<file path="src/rtl/hid_key_event_sched.sv">
// Diffs HID boot reports against the last committed report and sequences ROM lookups into PS/2 make/break events.
// Optional typematic auto-repeat of the newest held key is enabled by defining HID2PS2_TYPEMATIC_EN.
module hid_key_event_sched #(
    parameter int unsigned REPEAT_DELAY = 25000000,
    parameter int unsigned REPEAT_RATE  = 2500000
)
(
  input  logic        clk,
  input  logic        reset_n,
  input  logic        rpt_valid,
  output logic        rpt_ready,
  input  logic [7:0]  rpt_mod,
  input  logic [47:0] rpt_keys,
  output logic [7:0]  rom_addr,
  input  logic [8:0]  rom_data,
  output logic        ev_valid,
  input  logic        ev_ready,
  output logic [8:0]  ev_code,
  output logic        ev_make,
  output logic        busy
);

  localparam logic [2:0] ST_IDLE   = 3'd0;
  localparam logic [2:0] ST_MOD    = 3'd1;
  localparam logic [2:0] ST_BRK    = 3'd2;
  localparam logic [2:0] ST_MAK    = 3'd3;
  localparam logic [2:0] ST_COMMIT = 3'd4;
`ifdef HID2PS2_TYPEMATIC_EN
  localparam logic [2:0] ST_RPT    = 3'd5;
  // Counter reloads are offset so the repeat handshake lands exactly DELAY/RATE clocks after the previous one.
  localparam logic [31:0] DLY_LD   = 32'(REPEAT_DELAY - 2);
  localparam logic [31:0] RATE_LD  = 32'(REPEAT_RATE - 2);
`endif

  localparam logic [1:0] SB_ADDR = 2'd0;
  localparam logic [1:0] SB_LOOK = 2'd1;
  localparam logic [1:0] SB_CAPT = 2'd2;
  localparam logic [1:0] SB_EMIT = 2'd3;

  logic [2:0]  state_q, state_d;
  logic [1:0]  sub_q, sub_d;
  logic [2:0]  idx_q, idx_d;
  logic [7:0]  old_mod_q, old_mod_d, new_mod_q, new_mod_d;
  logic [47:0] old_keys_q, old_keys_d, new_keys_q, new_keys_d;
  logic [8:0]  ev_code_q, ev_code_d;
  logic        ev_make_q, ev_make_d;

  logic [7:0]  usage_c;
  logic        cand_c, make_c, last_c, go_next;
  logic [2:0]  phase_nx;

`ifdef HID2PS2_TYPEMATIC_EN
  logic        arm_q, arm_d;
  logic [8:0]  rcode_q, rcode_d;
  logic [7:0]  ruse_q, ruse_d;
  logic [31:0] cnt_q, cnt_d;
`endif

  function automatic logic [7:0] slot_of(input logic [47:0] ks, input logic [2:0] n);
    slot_of = 8'h00;
    for (int i = 0; i < 6; i++)
      if (n == 3'(i)) slot_of = ks[i*8 +: 8];
  endfunction

  function automatic logic in_set(input logic [7:0] c, input logic [47:0] ks);
    in_set = 1'b0;
    for (int i = 0; i < 6; i++)
      if (ks[i*8 +: 8] == c) in_set = 1'b1;
  endfunction

  function automatic logic dup_below(input logic [47:0] ks, input logic [2:0] n);
    dup_below = 1'b0;
    for (int i = 0; i < 6; i++)
      if ((3'(i) < n) && (ks[i*8 +: 8] == slot_of(ks, n))) dup_below = 1'b1;
  endfunction

  // Candidate evaluation for the current scan index.
  always_comb begin
    usage_c  = 8'h00;
    cand_c   = 1'b0;
    make_c   = 1'b0;
    last_c   = (idx_q == 3'd5);
    phase_nx = ST_COMMIT;
    case (state_q)
      ST_MOD: begin
        usage_c  = 8'hE0 | {5'd0, idx_q};
        cand_c   = old_mod_q[idx_q] ^ new_mod_q[idx_q];
        make_c   = new_mod_q[idx_q];
        last_c   = (idx_q == 3'd7);
        phase_nx = ST_BRK;
      end
      ST_BRK: begin
        usage_c  = slot_of(old_keys_q, idx_q);
        cand_c   = (usage_c >= 8'h04) && !in_set(usage_c, new_keys_q) && !dup_below(old_keys_q, idx_q);
        phase_nx = ST_MAK;
      end
      ST_MAK: begin
        usage_c  = slot_of(new_keys_q, idx_q);
        cand_c   = (usage_c >= 8'h04) && !in_set(usage_c, old_keys_q) && !dup_below(new_keys_q, idx_q);
        make_c   = 1'b1;
      end
      default: ;
    endcase
  end

  always_comb begin
    state_d    = state_q;
    sub_d      = sub_q;
    idx_d      = idx_q;
    old_mod_d  = old_mod_q;
    old_keys_d = old_keys_q;
    new_mod_d  = new_mod_q;
    new_keys_d = new_keys_q;
    ev_code_d  = ev_code_q;
    ev_make_d  = ev_make_q;
    go_next    = 1'b0;
`ifdef HID2PS2_TYPEMATIC_EN
    arm_d   = arm_q;
    rcode_d = rcode_q;
    ruse_d  = ruse_q;
    cnt_d   = (cnt_q != 32'd0) ? cnt_q - 32'd1 : cnt_q;
`endif
    case (state_q)
      ST_IDLE: begin
        if (rpt_valid) begin
`ifdef HID2PS2_TYPEMATIC_EN
          arm_d = 1'b0;
`endif
          // A 0x01 slot marks keyboard rollover; the report is dropped whole.
          if (!in_set(8'h01, rpt_keys)) begin
            new_mod_d  = rpt_mod;
            new_keys_d = rpt_keys;
            state_d    = ST_MOD;
            sub_d      = SB_ADDR;
            idx_d      = 3'd0;
          end
        end
`ifdef HID2PS2_TYPEMATIC_EN
        else if (arm_q && (cnt_q == 32'd0)) begin
          if (in_set(ruse_q, old_keys_q)) begin
            state_d   = ST_RPT;
            sub_d     = SB_EMIT;
            ev_code_d = rcode_q;
            ev_make_d = 1'b1;
          end else begin
            arm_d = 1'b0;
          end
        end
`endif
      end
      ST_COMMIT: begin
        old_mod_d  = new_mod_q;
        old_keys_d = new_keys_q;
        state_d    = ST_IDLE;
      end
`ifdef HID2PS2_TYPEMATIC_EN
      ST_RPT: begin
        if (ev_ready) begin
          state_d = ST_IDLE;
          sub_d   = SB_ADDR;
          cnt_d   = RATE_LD;
        end
      end
`endif
      default: begin
        case (sub_q)
          SB_ADDR: if (cand_c) sub_d = SB_LOOK; else go_next = 1'b1;
          SB_LOOK: sub_d = SB_CAPT;
          SB_CAPT: begin
            if (rom_data == 9'd0) begin
              go_next = 1'b1;
            end else begin
              ev_code_d = rom_data;
              ev_make_d = make_c;
              sub_d     = SB_EMIT;
            end
          end
          default: begin
            if (ev_ready) begin
              go_next = 1'b1;
`ifdef HID2PS2_TYPEMATIC_EN
              if (state_q == ST_MAK) begin
                arm_d   = 1'b1;
                rcode_d = ev_code_q;
                ruse_d  = usage_c;
                cnt_d   = DLY_LD;
              end else if ((state_q == ST_BRK) && (usage_c == ruse_q)) begin
                arm_d = 1'b0;
              end
`endif
            end
          end
        endcase
        if (go_next) begin
          sub_d = SB_ADDR;
          if (last_c) begin
            idx_d   = 3'd0;
            state_d = phase_nx;
          end else begin
            idx_d = idx_q + 3'd1;
          end
        end
      end
    endcase
  end

  always_ff @(posedge clk or negedge reset_n) begin
    if (!reset_n) begin
      state_q    <= ST_IDLE;
      sub_q      <= SB_ADDR;
      idx_q      <= 3'd0;
      old_mod_q  <= 8'h00;
      old_keys_q <= 48'h0;
      new_mod_q  <= 8'h00;
      new_keys_q <= 48'h0;
      ev_code_q  <= 9'h000;
      ev_make_q  <= 1'b0;
    end else begin
      state_q    <= state_d;
      sub_q      <= sub_d;
      idx_q      <= idx_d;
      old_mod_q  <= old_mod_d;
      old_keys_q <= old_keys_d;
      new_mod_q  <= new_mod_d;
      new_keys_q <= new_keys_d;
      ev_code_q  <= ev_code_d;
      ev_make_q  <= ev_make_d;
    end
  end

`ifdef HID2PS2_TYPEMATIC_EN
  always_ff @(posedge clk or negedge reset_n) begin
    if (!reset_n) begin
      arm_q   <= 1'b0;
      rcode_q <= 9'h000;
      ruse_q  <= 8'h00;
      cnt_q   <= 32'd0;
    end else begin
      arm_q   <= arm_d;
      rcode_q <= rcode_d;
      ruse_q  <= ruse_d;
      cnt_q   <= cnt_d;
    end
  end
`endif

  assign rpt_ready = (state_q == ST_IDLE);
  assign busy      = (state_q != ST_IDLE);
  assign ev_valid  = (sub_q == SB_EMIT);
  assign ev_code   = ev_code_q;
  assign ev_make   = ev_make_q;
  assign rom_addr  = usage_c;

endmodule
</file>
<file path="config.mk">
export PLATFORM = sky130hd
export DESIGN_NAME = hid_key_event_sched
export DESIGN_NICKNAME = d
export VERILOG_FILES = /design/src/rtl/hid_key_event_sched.sv
export SDC_FILE = /design/constraint.sdc
export NUM_CORES = 1
export LEC_CHECK = 0
export CAP_MARGIN = 20
export CORE_MARGIN = 1.5
export CORE_UTILIZATION = 39
export DETAILED_ROUTE_END_ITERATION = 10
export PLACE_DENSITY = 0.68
export SYNTH_ARGS = -nofsm -noshare
export SYNTH_HDL_FRONTEND = slang
export SYNTH_SLANG_ARGS = --single-unit
</file>
<file path="constraint.sdc">
create_clock -name clk -period 4.6 [get_ports clk]
set_clock_uncertainty 0.05 [all_clocks]
set_input_delay 0.92 -clock clk [delete_from_list [all_inputs] [get_ports clk]]
set_output_delay 0.92 -clock clk [all_outputs]
set_load 0.03 [all_outputs]
</file>
==> results summary, run 1 <==
The flow ran to the end, and the final reports show no timing, DRC or antenna violations. The highest attainable clock frequency came out at 224 MHz. The detailed router's first-iteration violation count came out at between 1000 and 1500. The clock insertion delay at the later pin of the skew report came out at ~0.43 ns. The total number of yosys warnings is 0. The combinational group share of total power is 63.7%.

Counting along the longest clock path gives a buffer depth of 2. The number of global-route vias before repair came to 8425. The half-perimeter wire length of the detailed placement result is between 20 and 25 mm. The core box area is around 24000 sq um. The antenna violation net count after detailed routing came out at 0. The total overflow left after global routing is 0. The average vias per placed instance is 6.17.

The remaining design rule violation count is 0. The worst setup path is launched from a flop. The pin count of the biggest net entering global routing came out at 73. The final estimated routing congestion in global placement came out at approximately 1. The final-layout setup total negative slack is 0 ns. The fraction of registers with async set or reset after synthesis came out at 100%. In this run the top signal layer used is met4. The fill cell instance count of the final layout is about 2300.

The final design instance area without fill is 11600 sq um. IR analysis of the VDD net gives a maximum drop of between 0.3 and 0.4 mV. The placed cell area is 11000 sq um. The part of the total power dissipated in the clock network came out at 13.1%. The effective utilization at floorplan is 39.9%. The area enclosed by the die boundary came out at between 20000 and 30000 sq um. The gate count of the mapped netlist is about 1000.

Yosys attributes the largest share of cell area to sky130_fd_sc_hd__dfrtp_1, sky130_fd_sc_hd__mux2_2, sky130_fd_sc_hd__xor2_1, sky130_fd_sc_hd__xnor2_1, sky130_fd_sc_hd__nand2_1. The number of buffers added to fix hold violations after cts came out at 0. Counting flops with a built-in enable in the synthesized netlist gives 0. The die span in y is between 150 and 200 microns. The power per cell area is roughly 860 nW/um^2. The endpoint class of the critical path is an output pin. The category of the most critical setup path is flop to output pin. The relative area change from synthesis to final layout came out at 19.3%. The power dissipated by switching net loads came out at ~4.9 mW. Setup repair after global routing left no endpoint under its margin. The number of unique standard cell types used by synthesis is between 80 and 90. STA puts the critical path data arrival time at roughly 3.5 ns. Each instance of the synthesized netlist takes up on average slightly below 10 sq um. The clock sink count came out at 130.

After the flow finishes, the layout carries non-filler instances totaling around 1400. Summed over all layers, the routed wires come to between 30 and 40 mm. The static power due to leakage is approximately 4.7 nW.

TritonCTS built the clock tree. The largest total area in the synthesized netlist belongs to sky130_fd_sc_hd__dfrtp_1. Of all nets on the critical path, the largest fanout is 31. The clock transition at the register clock pins on the worst setup and hold paths after CTS is approximately 0.060 ns. The final critical path takes up a little over nine tenths of the cycle. The most used flip-flop cell after synthesis is sky130_fd_sc_hd__dfrtp_1.

The post-layout minimum cycle time came out at 4.46 ns. In the final layout, the share of cells above drive strength 1 is between 20% and 30%. The number of nets in the synthesized netlist is approximately 1100. Cells fill a little under half of the core in the end. The initialized floorplan defines 57 standard-cell rows. In this run the biggest area consumer among cell types represents about a third of the synthesized area. The overall power of the completed layout came out at ~10 mW. The number of antenna diodes in the final layout is 0. The port buffer count came out at a little under 90.

The mapped netlist covers between 9000 and 10000 sq um. The total via count in the routed design is between 8000 and 9000. The final-report hold violation count is 0. The required time at the worst-slack endpoint is roughly 3.6 ns. The instance count after placement with tap cells included came out at between 1000 and 1500. The final number of max-transition violations is 0. After the last flow step, the layout net total stands at roughly 1200. 90 I/O pins were placed. The internal power came out at between 5 and 6 mW.

In the final routed layout, each cell accounts on average for 23.8 microns. Registers are responsible for roughly 23% of the overall power. The initial antenna violation count is 0. The total clock buffers created by CTS came out at 17.

The post-synthesis sequential element count came out at 130. The count of maximum capacitance violations is 0. The floorplan step set the die width to 161 microns.

The share of synthesized area occupied by flip-flops and latches came out at 33.3%. The first-pass iteration count of the detailed router came out at 9. The first-pass GRT wire length came out at between 50 and 60 mm.

The final setup violation count is 0. The worst-case headroom to the max-slew limit is a little over two fifths. The path type of the worst min-delay path is flop to flop.

The cell at the root of the clock tree is sky130_fd_sc_hd__clkbuf_16. The post-CTS setup buffer count came out at 0. The combined global-route utilization of all metal layers came out at between 20% and 30%.

The share of total power consumed by net switching came out at 49.4%. The number of H-tree branching levels came out at 4. The transition time of the tightest slew-check pin came out at approximately 0.84 ns. The length of routed met2 wiring is ~15 mm. In the detailed route, the total length drawn on met3 is between 3 and 4 mm. The routed length on met1 is around 14 mm.
## cells by family (layout without fill, tap and decap cells)
group	count (synthesis)	in the layout	synth area share, %
flip-flops	130	130	33.3
buffers and inverters	94	191	4.99
AO/OA/AOI/OAI	175	175	13.8
multiplexers	134	134	15.9
XOR/XNOR	160	160	14.4
AND/OR/NAND/NOR	295	295	16.7
adder cells (fa/ha/maj)	8	8	1.03
## sequential cells by signal (all words and copies together), names as in the netlist
name	count
idx_q	3
new_keys_q	48
state_q	3
sub_q	2
ev_code	9
old_mod_q	8
old_keys_q	48
ev_make	1
new_mod_q	8
## power by group through the flow
stage / combinational, mW / sequential, mW / clock (mW)
floorplan: 4.56 / 1.94 / 0
global placement: 6.15 / 2.29 / 0
detailed placement: 6.18 / 2.29 / 0
CTS: 6.21 / 2.27 / 1.34
global route: 6.79 / 2.35 / 1.38
finish: 6.38 / 2.32 / 1.32
## placed cells by master, fill, tap and decap left out, drive strengths merged, types with 5 or more instances in the layout
cell type	count
nor2	55
mux2	121
o211ai	23
a211o	6
nor4b	8
buf	58
nand2b	9
and3b	10
a211oi	6
nand3b	7
a31oi	17
xnor2	79
xor2	81
nor4	23
clkdlybuf4s50	81
nand3	23
nor3	27
a22oi	7
o21ai	25
o22ai	9
mux2i	9
a221oi	5
a32oi	6
and2	8
nand4	22
ha	8
a21oi	23
dfrtp	130
clkbuf	25
o2111ai	7
nor2b	10
inv	18
nand2	71
nor3b	6
## metal layers
layer | track usage, % | vias up
li1 | - | 3801
met1 | 36.8 | 4263
met2 | 38.6 | 559
met3 | 5.65 | 118
met4 | 10.6 | 0
met5 | 0 | -
## final timing paths
path,slack (ns),to,cells after the start,startpoint
setup / recovery,0.14,rom_addr[1],10,idx_q[0]
hold / removal,0.45,ev_code[3],1,ev_code[3]
setup reg to reg,0.30,state_q[0],14,idx_q[1]
hold reg to reg,0.45,ev_code[3],1,ev_code[3]
max in group asynchronous,3.16,idx_q[1],2,reset_n
min in group asynchronous,0.50,ev_code[8],1,reset_n
## final cells by class
cell class	count	area (sq um)	area share, %
Clock buffer	25	495	4.25
Inverter	19	71.3	0.612
Sequential cell	130	3250	27.9
Clock inverter	7	75.1	0.645
Timing Repair Buffer	140	1300	11.2
Multi-Input combinational cell	772	6040	51.9
Tap cell	324	405	3.48
## critical path, cell delays in order, from the launching register on
cell and delay (ns):
sky130_fd_sc_hd__dfrtp_1 0.43, sky130_fd_sc_hd__clkinv_1 0.17, sky130_fd_sc_hd__ha_1 0.25, sky130_fd_sc_hd__buf_4 0.25
sky130_fd_sc_hd__nor2b_1 0.29, sky130_fd_sc_hd__o21ai_0 0.24, sky130_fd_sc_hd__a21bo_4 0.35, sky130_fd_sc_hd__mux2i_1 0.18
sky130_fd_sc_hd__a22oi_1 0.09, sky130_fd_sc_hd__nor2_1 0.11, sky130_fd_sc_hd__clkdlybuf4s50_1 0.69
## through the flow
stage,hold WS [ns],setup WS [ns]
CTS,0.460,0.0248
floorplan,0.425,0.552
finish,0.455,0.135
global placement,0.440,0.250
global route,0.476,0.0435
detailed placement,0.445,0.288
## synthesized netlist by cell type, types with 10 or more instances
cell type / number
sky130_fd_sc_hd__a31oi_1: 17
sky130_fd_sc_hd__xor2_1: 81
sky130_fd_sc_hd__and3b_1: 10
sky130_fd_sc_hd__clkbuf_1: 22
sky130_fd_sc_hd__buf_2: 18
sky130_fd_sc_hd__nand3_1: 23
sky130_fd_sc_hd__buf_4: 11
sky130_fd_sc_hd__nand2_1: 68
sky130_fd_sc_hd__inv_1: 18
sky130_fd_sc_hd__mux2_2: 118
sky130_fd_sc_hd__nand4_1: 22
sky130_fd_sc_hd__a21oi_1: 19
sky130_fd_sc_hd__o21ai_0: 25
sky130_fd_sc_hd__nor3_1: 26
sky130_fd_sc_hd__buf_1: 13
sky130_fd_sc_hd__nor2_1: 52
sky130_fd_sc_hd__nor2b_1: 10
sky130_fd_sc_hd__xnor2_1: 79
sky130_fd_sc_hd__nor4_1: 23
sky130_fd_sc_hd__dfrtp_1: 130
sky130_fd_sc_hd__o211ai_1: 16
## what timing repair did
item / in CTS / in global routing
pin swaps: 0 / 1
setup endpoints to repair: 1 / 10
gates resized for setup: 1 / 7
Power figures use the tool's default switching activity.
==> run 2, diff against run 1 <==
--- a/config.mk
+++ b/config.mk
@@ -10,6 +10,7 @@
 export CORE_UTILIZATION = 39
 export DETAILED_ROUTE_END_ITERATION = 10
 export PLACE_DENSITY = 0.68
+export SKIP_LAST_GASP = 1
 export SYNTH_ARGS = -nofsm -noshare
 export SYNTH_HDL_FRONTEND = slang
 export SYNTH_SLANG_ARGS = --single-unit
==> results of run 2 <==
The final DEF is identical to that of run 1; final timing and power are the same.
==> run 3, diff against run 2 <==
--- a/config.mk
+++ b/config.mk
@@ -10,6 +10,7 @@
 export CORE_UTILIZATION = 39
 export DETAILED_ROUTE_END_ITERATION = 10
 export PLACE_DENSITY = 0.68
+export REMOVE_ABC_BUFFERS = 1
 export SKIP_LAST_GASP = 1
 export SYNTH_ARGS = -nofsm -noshare
 export SYNTH_HDL_FRONTEND = slang
==> run 3 against run 2 <==
Maximum frequency is 3.6% higher. Non-clock buffer count is 11 higher. Register-to-register slack better by 0.03 ns. Sequential share of layout area is 0.30 points lower. Cell area is 1.0% higher. Setup slack better by 0.15 ns. Cell count is 0.78% higher. Wire length is 1.6% higher. Sequential cell count stayed put. Clock-buffer cell count is 8 lower.
==> results summary, run 3 (synthesized netlist as in run 1, its figures left out) <==
The final critical-path share of the clock period is a little over nine tenths. The remaining design rule violation count came out at 0. The area enclosed by the die boundary is about 26000 sq um. The worst-case headroom to the max-slew limit came out at between 30% and 40%. The antenna diode count came out at 0. The static power due to leakage came out at between 4 and 5 nW. The initial antenna violation count is 1. Signal routing reaches up to met5. In this run, flip-flops and latches consume between 20% and 30% of the power. The library cell used most frequently in the layout, excluding fill and tap cells, is sky130_fd_sc_hd__dfrtp_1. Setup repair after global routing left no endpoint under its margin.

The post-layout minimum cycle time came out at 4.31 ns. The detailed router's first-iteration violation count came out at between 1000 and 1500. The power per cell area is roughly 860 nW/um^2.

The first-pass GRT wire length is 53.3 mm. The tightest hold margin came out at between 0.4 and 0.5 ns. The placement-stage worst setup slack is 0.332 ns. The routed length on met1 is approximately 14 mm. The antenna violation net count after detailed routing came out at 0. The post-CTS setup buffer count is 0. The number of H-tree branching levels came out at 4.

Leaving out fill and tap cells, the most frequent cells in the layout are sky130_fd_sc_hd__dfrtp_1, sky130_fd_sc_hd__mux2_2, sky130_fd_sc_hd__xor2_1. TritonCTS built the clock tree. The worst setup path is of the flop to output pin kind.

Routability-driven placement finished with a final weighted congestion of ~1.0. The run finished with clean final reports. The clock passes through at most 2 buffers.

TritonCTS created 17 clock buffers. The hold path startpoint is ev_code[1]. The worst hold path terminates at ev_code[1]. The number of global-route vias before repair is around 8700. The root buffer cell chosen for the clock tree is sky130_fd_sc_hd__clkbuf_16. Net switching is 50.2% of the power.

The combinational group share of total power is around 65%. The worst setup slack for register-to-register paths came out at between 0.3 and 0.4 ns. The clock transition at the register clock pins on the worst setup and hold paths after CTS is roughly 0.070 ns.

Of all nets on the critical path, the largest fanout is 12. In the routed layout, each cell is associated on average with a via count of around 6. STA classifies the critical path endpoint as an output pin. The port buffer count came out at a little under 90. The count of non-filler cells in the finished layout came out at around 1400. In this run the standard cell core region covers between 20000 and 25000 sq um. The data arrival time at the worst-slack endpoint is approximately 3.3 ns. The clock sink count is 130.

The total congestion overflow came out at 0. The number of nets in the layout is 1168. The highest attainable clock frequency is between 200 and 250 MHz. Detailed routing placed a total of about 15 mm of wire on met2. The die span in y came out at roughly 160 microns. Once routing completed, OpenROAD measured the worst setup slack at between 0.2 and 0.3 ns.

The half-perimeter wire length of the detailed placement result came out at ~25 mm. The count of instances resized after the clock tree is built came out at 2. The instance count after placement with tap cells included came out at between 1000 and 1500. Adding up every negative setup slack in the final design gives 0 ns. The share of final-layout standard cells stronger than drive strength 1 is 23.8%.

The part of the total power dissipated in the clock network is a little over an eighth. Total power for the finished layout comes to between 10 and 15 mW. The pin count of the biggest net entering global routing is between 100 and 150.

The transition time of the tightest slew-check pin is roughly 0.99 ns. The path class of the tightest hold or removal check is flop to flop. The total via count in the routed design came out at around 8700. The relative area change from synthesis to final layout is 20.6%. In this run the count of I/O pins placed on the die edge is 90. The final setup violation count came out at 0.

In this run the core area contains between 50 and 60 standard-cell rows. In this run the critical register-to-register path is captured at state_q[1]. The first-pass iteration count of the detailed router is 7.

The later pin in the worst-skew pair is clocked with a latency of about 0.44 ns. The final number of max-transition violations came out at 0. The power dissipated by switching net loads came out at approximately 5.1 mW. The combined global-route utilization of all metal layers came out at between 20% and 30%. The effective utilization at floorplan came out at between 30 and 40%. The startpoint of the worst-slack reg-to-reg timing path is idx_q[0].

For the worst setup path, the data required time is around 3.6 ns. The sum of met3 wire segment lengths after detailed routing came out at roughly 3.1 mm. The type of element launching the critical path is a flop. The die outline width came out at approximately 160 microns.

The number of buffers added to fix hold violations after cts came out at 0. The final-report hold violation count came out at 0. The internal power of the cells totals just over 5 mW.

The wire length reported by the detailed router came out at roughly 34 mm. The number of cells traversed by the worst hold path is 1. The highest ir drop seen on vdd came out at ~0.30 mV.

Across the run, the number of max-cap violations was 0. The average wire length per cell after detail routing came out at about 24 microns. The number of cells on the worst reg-to-reg path is 17.
-- run 3: how the worst max path moves through the flow --
stage	from	to	cells past startpoint
6_report	idx_q[0]	rom_addr[0]	13
5_1_grt	idx_q[0]	rom_addr[0]	13
4_1_cts	idx_q[0]	rom_addr[1]	10
3_5_place_dp	idx_q[1]	state_q[0]	15
3_3_place_gp	rpt_keys[24]	new_keys_q[23]	8
2_1_floorplan	idx_q[0]	state_q[1]	14
-- run 3: power groups by stage --
stage / combinational [mW] / clock [mW] / sequential, mW
after global routing: 6.97 / 1.40 / 2.31
final: 6.54 / 1.32 / 2.26
after global placement: 6.29 / 0 / 2.24
after CTS: 6.39 / 1.34 / 2.23
after detailed placement: 6.35 / 0 / 2.24
after floorplan: 4.05 / 0 / 2.14
-- run 3: area by class of cell --
cell class              instances  area [sq um]
clock buffers                  17           425
clock inverters                15           149
fillers                      2285         12700
inverters                      19          71.3
multi-input cells             772          6050
flip-flops and latches        130          3250
well taps                     324           405
repair buffers                151          1410
-- run 3: worst max-delay path, stage by stage, from the launching register on --
cell and delay (ns):
sky130_fd_sc_hd__dfrtp_1 0.47, sky130_fd_sc_hd__clkinv_1 0.17, sky130_fd_sc_hd__ha_2 0.30, sky130_fd_sc_hd__buf_4 0.21, sky130_fd_sc_hd__a211oi_2 0.35, sky130_fd_sc_hd__o211ai_1 0.23
sky130_fd_sc_hd__o221ai_1 0.20, sky130_fd_sc_hd__nor2_2 0.10, sky130_fd_sc_hd__buf_4 0.21, sky130_fd_sc_hd__nand2_1 0.07, sky130_fd_sc_hd__o21ai_0 0.12, sky130_fd_sc_hd__a22oi_1 0.21
sky130_fd_sc_hd__nor2_1 0.07, sky130_fd_sc_hd__buf_4 0.19
-- run 3: stage by stage --
step / instance area [sq um] / utilization, %
global placement: 11100 / 45.5
global route: 11800 / 48.1
floorplan: 9340 / -
finish: 11800 / 48.1
CTS: 11700 / 48.0
detailed placement: 11100 / 45.6
-- run 3: metal layers --
metal	GRT usage [%]	vias up
met5	0	-
met4	11.8	2
met3	5.98	95
met2	41.0	517
met1	37.2	4221
li1	-	3820
